[src/rtl/mem_port_arbiter.sv]
// mem_port_arbiter: shares one single-port memory between instruction fetch and load/store.
// Latency: mem_en one cycle after acceptance; read data returned MEM_LAT+2 cycles after acceptance.
// Backpressure: requesters hold requests until ready; one access in flight; optional macro ARB_STARVE_GUARD_EN.
module mem_port_arbiter #(
  parameter int ADDR_W     = 32,
  parameter int DATA_W     = 32,
  parameter int MEM_LAT    = 1,
  parameter int STARVE_MAX = 4
) (
  input  logic              clk,
  input  logic              rst_n,
  input  logic              if_req,
  input  logic [ADDR_W-1:0] if_addr,
  output logic              if_ready,
  output logic              if_rvalid,
  output logic [DATA_W-1:0] if_rdata,
  input  logic              d_req,
  input  logic              d_we,
  input  logic [ADDR_W-1:0] d_addr,
  input  logic [DATA_W-1:0] d_wdata,
  output logic              d_ready,
  output logic              d_rvalid,
  output logic [DATA_W-1:0] d_rdata,
  output logic              mem_en,
  output logic              mem_we,
  output logic [ADDR_W-1:0] mem_addr,
  output logic [DATA_W-1:0] mem_wdata,
  input  logic [DATA_W-1:0] mem_rdata,
  output logic              busy
);

  typedef enum logic [1:0] {IDLE, ISSUE, WAIT, RESP} state_t;

  state_t              state_q, state_d;
  logic [3:0]          lat_q, lat_d;
  logic                owner_q, owner_d;        // 1 = load/store port owns the access
  logic                mem_en_q, mem_en_d;
  logic                mem_we_q, mem_we_d;
  logic [ADDR_W-1:0]   mem_addr_q, mem_addr_d;
  logic [DATA_W-1:0]   mem_wdata_q, mem_wdata_d;
  logic                if_rvalid_q, if_rvalid_d;
  logic                d_rvalid_q, d_rvalid_d;
  logic [DATA_W-1:0]   if_rdata_q, if_rdata_d;
  logic [DATA_W-1:0]   d_rdata_q, d_rdata_d;
  logic                idle;
  logic                fetch_wins;
  logic                grant_i;
  logic                grant_d;

  // ready is gated by rst_n so nothing is offered while reset is held
  assign idle = (state_q == IDLE) && rst_n;

`ifdef ARB_STARVE_GUARD_EN
  logic [3:0] starve_q, starve_d;

  assign fetch_wins = if_req && (!d_req || (starve_q >= 4'(STARVE_MAX)));

  // count data grants that bypassed a waiting fetch; any other arbitration clears it
  always_comb begin
    starve_d = starve_q;
    if (grant_d && if_req) begin
      starve_d = (starve_q == 4'hF) ? starve_q : starve_q + 4'd1;
    end else if (grant_i || grant_d) begin
      starve_d = '0;
    end
  end

  // starvation counter register
  always_ff @(posedge clk or negedge rst_n) begin
    if (!rst_n) starve_q <= '0;
    else        starve_q <= starve_d;
  end
`else
  assign fetch_wins = if_req && !d_req;
`endif

  assign grant_i  = idle && fetch_wins;
  assign grant_d  = idle && d_req && !fetch_wins;
  assign if_ready = grant_i;
  assign d_ready  = grant_d;

  // next-state and datapath next values; strobes default low, data registers hold
  always_comb begin
    state_d     = state_q;
    lat_d       = lat_q;
    owner_d     = owner_q;
    mem_en_d    = 1'b0;
    mem_we_d    = 1'b0;
    mem_addr_d  = mem_addr_q;
    mem_wdata_d = mem_wdata_q;
    if_rvalid_d = 1'b0;
    d_rvalid_d  = 1'b0;
    if_rdata_d  = if_rdata_q;
    d_rdata_d   = d_rdata_q;
    case (state_q)
      IDLE: begin
        if (grant_i || grant_d) begin
          mem_en_d    = 1'b1;
          mem_we_d    = grant_d && d_we;
          mem_addr_d  = grant_d ? d_addr : if_addr;
          mem_wdata_d = grant_d ? d_wdata : '0;
          owner_d     = grant_d;
          state_d     = ISSUE;
        end
      end
      ISSUE: begin
        // mem_we_q still holds the captured direction during ISSUE
        if (mem_we_q) begin
          state_d = IDLE;
        end else begin
          lat_d   = 4'(MEM_LAT);
          state_d = WAIT;
        end
      end
      WAIT: begin
        lat_d = lat_q - 4'd1;
        if (lat_q == 4'd1) begin
          state_d = RESP;
          if (owner_q) begin
            d_rdata_d  = mem_rdata;
            d_rvalid_d = 1'b1;
          end else begin
            if_rdata_d  = mem_rdata;
            if_rvalid_d = 1'b1;
          end
        end
      end
      RESP: begin
        state_d = IDLE;
      end
      default: begin
        state_d = IDLE;
      end
    endcase
  end

  // state and output registers; reset aborts any access in flight
  always_ff @(posedge clk or negedge rst_n) begin
    if (!rst_n) begin
      state_q     <= IDLE;
      lat_q       <= '0;
      owner_q     <= 1'b0;
      mem_en_q    <= 1'b0;
      mem_we_q    <= 1'b0;
      mem_addr_q  <= '0;
      mem_wdata_q <= '0;
      if_rvalid_q <= 1'b0;
      d_rvalid_q  <= 1'b0;
      if_rdata_q  <= '0;
      d_rdata_q   <= '0;
    end else begin
      state_q     <= state_d;
      lat_q       <= lat_d;
      owner_q     <= owner_d;
      mem_en_q    <= mem_en_d;
      mem_we_q    <= mem_we_d;
      mem_addr_q  <= mem_addr_d;
      mem_wdata_q <= mem_wdata_d;
      if_rvalid_q <= if_rvalid_d;
      d_rvalid_q  <= d_rvalid_d;
      if_rdata_q  <= if_rdata_d;
      d_rdata_q   <= d_rdata_d;
    end
  end

  assign mem_en    = mem_en_q;
  assign mem_we    = mem_we_q;
  assign mem_addr  = mem_addr_q;
  assign mem_wdata = mem_wdata_q;
  assign if_rvalid = if_rvalid_q;
  assign d_rvalid  = d_rvalid_q;
  assign if_rdata  = if_rdata_q;
  assign d_rdata   = d_rdata_q;
  assign busy      = (state_q != IDLE);

endmodule

[config.mk]
export PLATFORM = sky130hd
export DESIGN_NAME = mem_port_arbiter
export DESIGN_NICKNAME = d
export VERILOG_FILES = /design/src/rtl/mem_port_arbiter.sv
export SDC_FILE = /design/constraint.sdc
export NUM_CORES = 1
export LEC_CHECK = 0
export ABC_AREA = 1
export ABC_CLOCK_PERIOD_IN_PS = 3600
export CAP_MARGIN = 10
export CORE_ASPECT_RATIO = 0.75
export CORE_MARGIN = 10
export CORE_UTILIZATION = 25
export CTS_BUF_LIST = sky130_fd_sc_hd__clkbuf_4 sky130_fd_sc_hd__clkbuf_8
export DETAILED_ROUTE_END_ITERATION = 8
export GPL_TIMING_DRIVEN = 0
export HOLD_SLACK_MARGIN = 0.06
export SLEW_MARGIN = 20
export SYNTH_ARGS = -nofsm -noshare
export SYNTH_HDL_FRONTEND = slang
export SYNTH_SLANG_ARGS = --single-unit
[constraint.sdc]
create_clock -name clk -period 3.6 [get_ports clk]
set_clock_uncertainty 0.1 [all_clocks]
set_input_delay 0.72 -clock clk [delete_from_list [all_inputs] [get_ports clk]]
set_output_delay 0.72 -clock clk [all_outputs]
set_load 0.02 [all_outputs]
==> flow_summary.json <==
{
  "syn_to_final_growth_pct": 60.58,
  "cts_sinks": 139,
  "grt_use_met3": 0.05453,
  "rsz0062_at_grt": "no",
  "tritoncts": "built",
  "start_util": 0.2536,
  "fmaxAchievable_ghz": 0.3078,
  "ios": 268,
  "grt_remaining_overflow": 0,
  "clk_pin_slew_ns": 0.09,
  "worstReg2RegStart": "lat_q[1]",
  "cts_buffer_depth": 2,
  "vias": 5456,
  "worstSetupPathType": "reg -> out",
  "ir_worst_vdd_uv": 309.3,
  "start_kind": "flop",
  "gp_congestion": 0.7850,
  "die_h_um": 152.1,
  "hpwl_um": 15650,
  "final_layout_size_suffix_gt1_frac": 0.07960,
  "finalCritPeriodShare": 0.9026,
  "reg2regPathDepth": 9,
  "hold-worst-slack_ns": 0.1481,
  "end_kind": "output port",
  "antenna_found_initial": 1,
  "min_path_type": "in -> async",
  "path_max_fanout": 10,
  "status": "finished, final reports clean",
  "ant_nets": 0,
  "arrival_ns": 2.43,
  "wl_per_cell_um": 16.05,
  "synth_fp_nets": 839,
  "final_common_cell": "nand2_1",
  "netlist_area_mm2": 0.005818,
  "h-tree-depth": 4,
  "synth-seq-cells": 139,
  "die_x_um": 196.2,
  "grtUsageTotal": 0.1381,
  "crit_required_ns": 2.78,
  "synth.avg_cell_area_um2": 8.264,
  "drv_slew": 0,
  "cts_made_buffers": 17,
  "synth_cell_type_count": 19,
  "grt_pass1_wl_um": 32900,
  "grt_start_max_net_pins": 93,
  "io_buffers": 266,
  "met1_usage": 0.1769,
  "wl_um": 20960,
  "drtIter0Drc": 271,
  "r2r-end": "if_rdata[22]",
  "grt_util_met2": 0.2136,
  "finalHoldViolations": 0,
  "final_nets": 1127,
  "dp_slack_ns": -0.02229,
  "setup_viol": 0,
  "maxCapViolCount": 0,
  "final_core_util": 0.4072,
  "via_per_inst": 4.178,
  "synth_seq_area_share": 0.5978,
  "p_leak_nw": 4.607,
  "remaining_drc_errors": 0,
  "yosys_warnings": 0,
  "synth_cells": 704,
  "dr.pass1.iters": 5,
  "relSlewSlack": 0.6282,
  "grt_pass1_vias": 5487,
  "rows": 48,
  "grt_busiest_layer": "met2",
  "setup_slack_ns": 0.3508,
  "cts_root_buffer": "clkbuf_8",
  "layout_common_cells": "453 x nand2_1, 265 x clkdlybuf4s50_1, 139 x dfrtp_1, 34 x nand4_1, 21 x buf_2",
  "powerDensity_mw_per_mm2": 869.1,
  "rrSetupSlack_ns": 1.89,
  "insertion_delay_ns": 0.44,
  "fin_crit_ns": 3.249,
  "coreArea_mm2": 0.02294,
  "finalPower_mw": 8.120,
  "fillers": 2338,
  "worst_pin_slew_ns": 0.5559,
  "die_area_mm2": 0.02984
}
[where the power goes]
part	total, mW	internal (mW)	switching, mW
Clock	1.38	0.718	0.664
Sequential	2.71	2.30	0.403
Combinational	4.03	1.80	2.24
[kinds of logic after synthesis]
group | count (synthesis) | share of synthesized area
AO/OA/AOI/OAI | 7 | 0.007527
adder cells (fa/ha/maj) | 2 | 0.004300
buffers and inverters | 55 | 0.04710
flip-flops | 139 | 0.5979
AND/OR/NAND/NOR | 501 | 0.3432
[state kept, by name, indices dropped and copies added (netlist names), named ones only]
signal	count
mem_en	1
state_q	1
owner_q	1
if_rvalid	1
if_rdata	32
d_rvalid	1
d_rdata	32
mem_we	1
mem_wdata	32
lat_q	4
mem_addr	32
[through the flow]
stage | area [µm²] | TNS, ns | instances
floorplan | 5818 | 0 | 704
global placement | 8856 | -905.56 | 1270
detailed placement | 8889 | -0.02229 | 1271
CTS | 9340 | 0 | 1305
global route | 9343 | 0 | 1306
finish | 9343 | 0 | 1306
[worst max path at each step]
| stage | from | endpoint | cells after the start |
|---|---|---|---|
| after floorplan | rst_n | if_ready | 4 |
| after global placement | rst_n | if_ready | 6 |
| after detailed placement | rst_n | if_ready | 6 |
| after CTS | flop | d_ready | 5 |
| after global routing | flop | d_ready | 5 |
| final | flop | d_ready | 5 |
[Yosys cell counts]
| library cell | number | area, µm² |
|---|---|---|
| nand4_1 | 34 | 212.7 |
| nand3_2 | 1 | 10.01 |
| o21ai_0 | 5 | 25.02 |
| nand2_2 | 1 | 6.260 |
| clkbuf_1 | 5 | 18.77 |
| nor2_4 | 2 | 22.52 |
| nand2_1 | 453 | 1700 |
| ha_1 | 2 | 25.02 |
| o211ai_2 | 1 | 12.51 |
| buf_4 | 11 | 82.58 |
| buf_2 | 21 | 105.1 |
| inv_2 | 6 | 22.52 |
| dfrtp_1 | 139 | 3478 |
| nor2_1 | 5 | 18.77 |
| or2_2 | 1 | 6.260 |
| buf_1 | 2 | 7.510 |
| nand3_1 | 4 | 20.02 |
| o22ai_1 | 1 | 6.260 |
| inv_1 | 10 | 37.54 |
[metal layers]
metal  up-vias  wire length, µm
met4         0              218
met2       147             9703
met3        10             1549
met5         -                0
li1       2741                -
met1      2558             9492
[worst max-delay path, cell delays in order (launching register included)]
cell and delay, ns:
dfrtp_1 0.43, nor2_4 0.27, nand3_2 0.21, inv_2 0.21, buf_2 0.24, clkdlybuf4s50_1 0.64
[layout make-up]
cell class,instances,area (µm²),area share
buffer,39,215.2,0.02303
clock inverter,13,165.2,0.01768
clock buffer,19,255.2,0.02732
sequential,139,3478,0.3723
tap,300,375.4,0.04018
multi-input combinational,510,2066,0.2211
timing repair buffer,269,2725,0.2917
antenna,1,2.502,0.0002678
inverter,16,60.06,0.006428
[what timing repair did]
action,CTS,global route
resized for setup,1,0
endpoints found under the setup margin,1,0
hold endpoints to repair,11,0
buffers inserted,0,0
hold buffers,2,0
(Power assumes the default switching activity.)
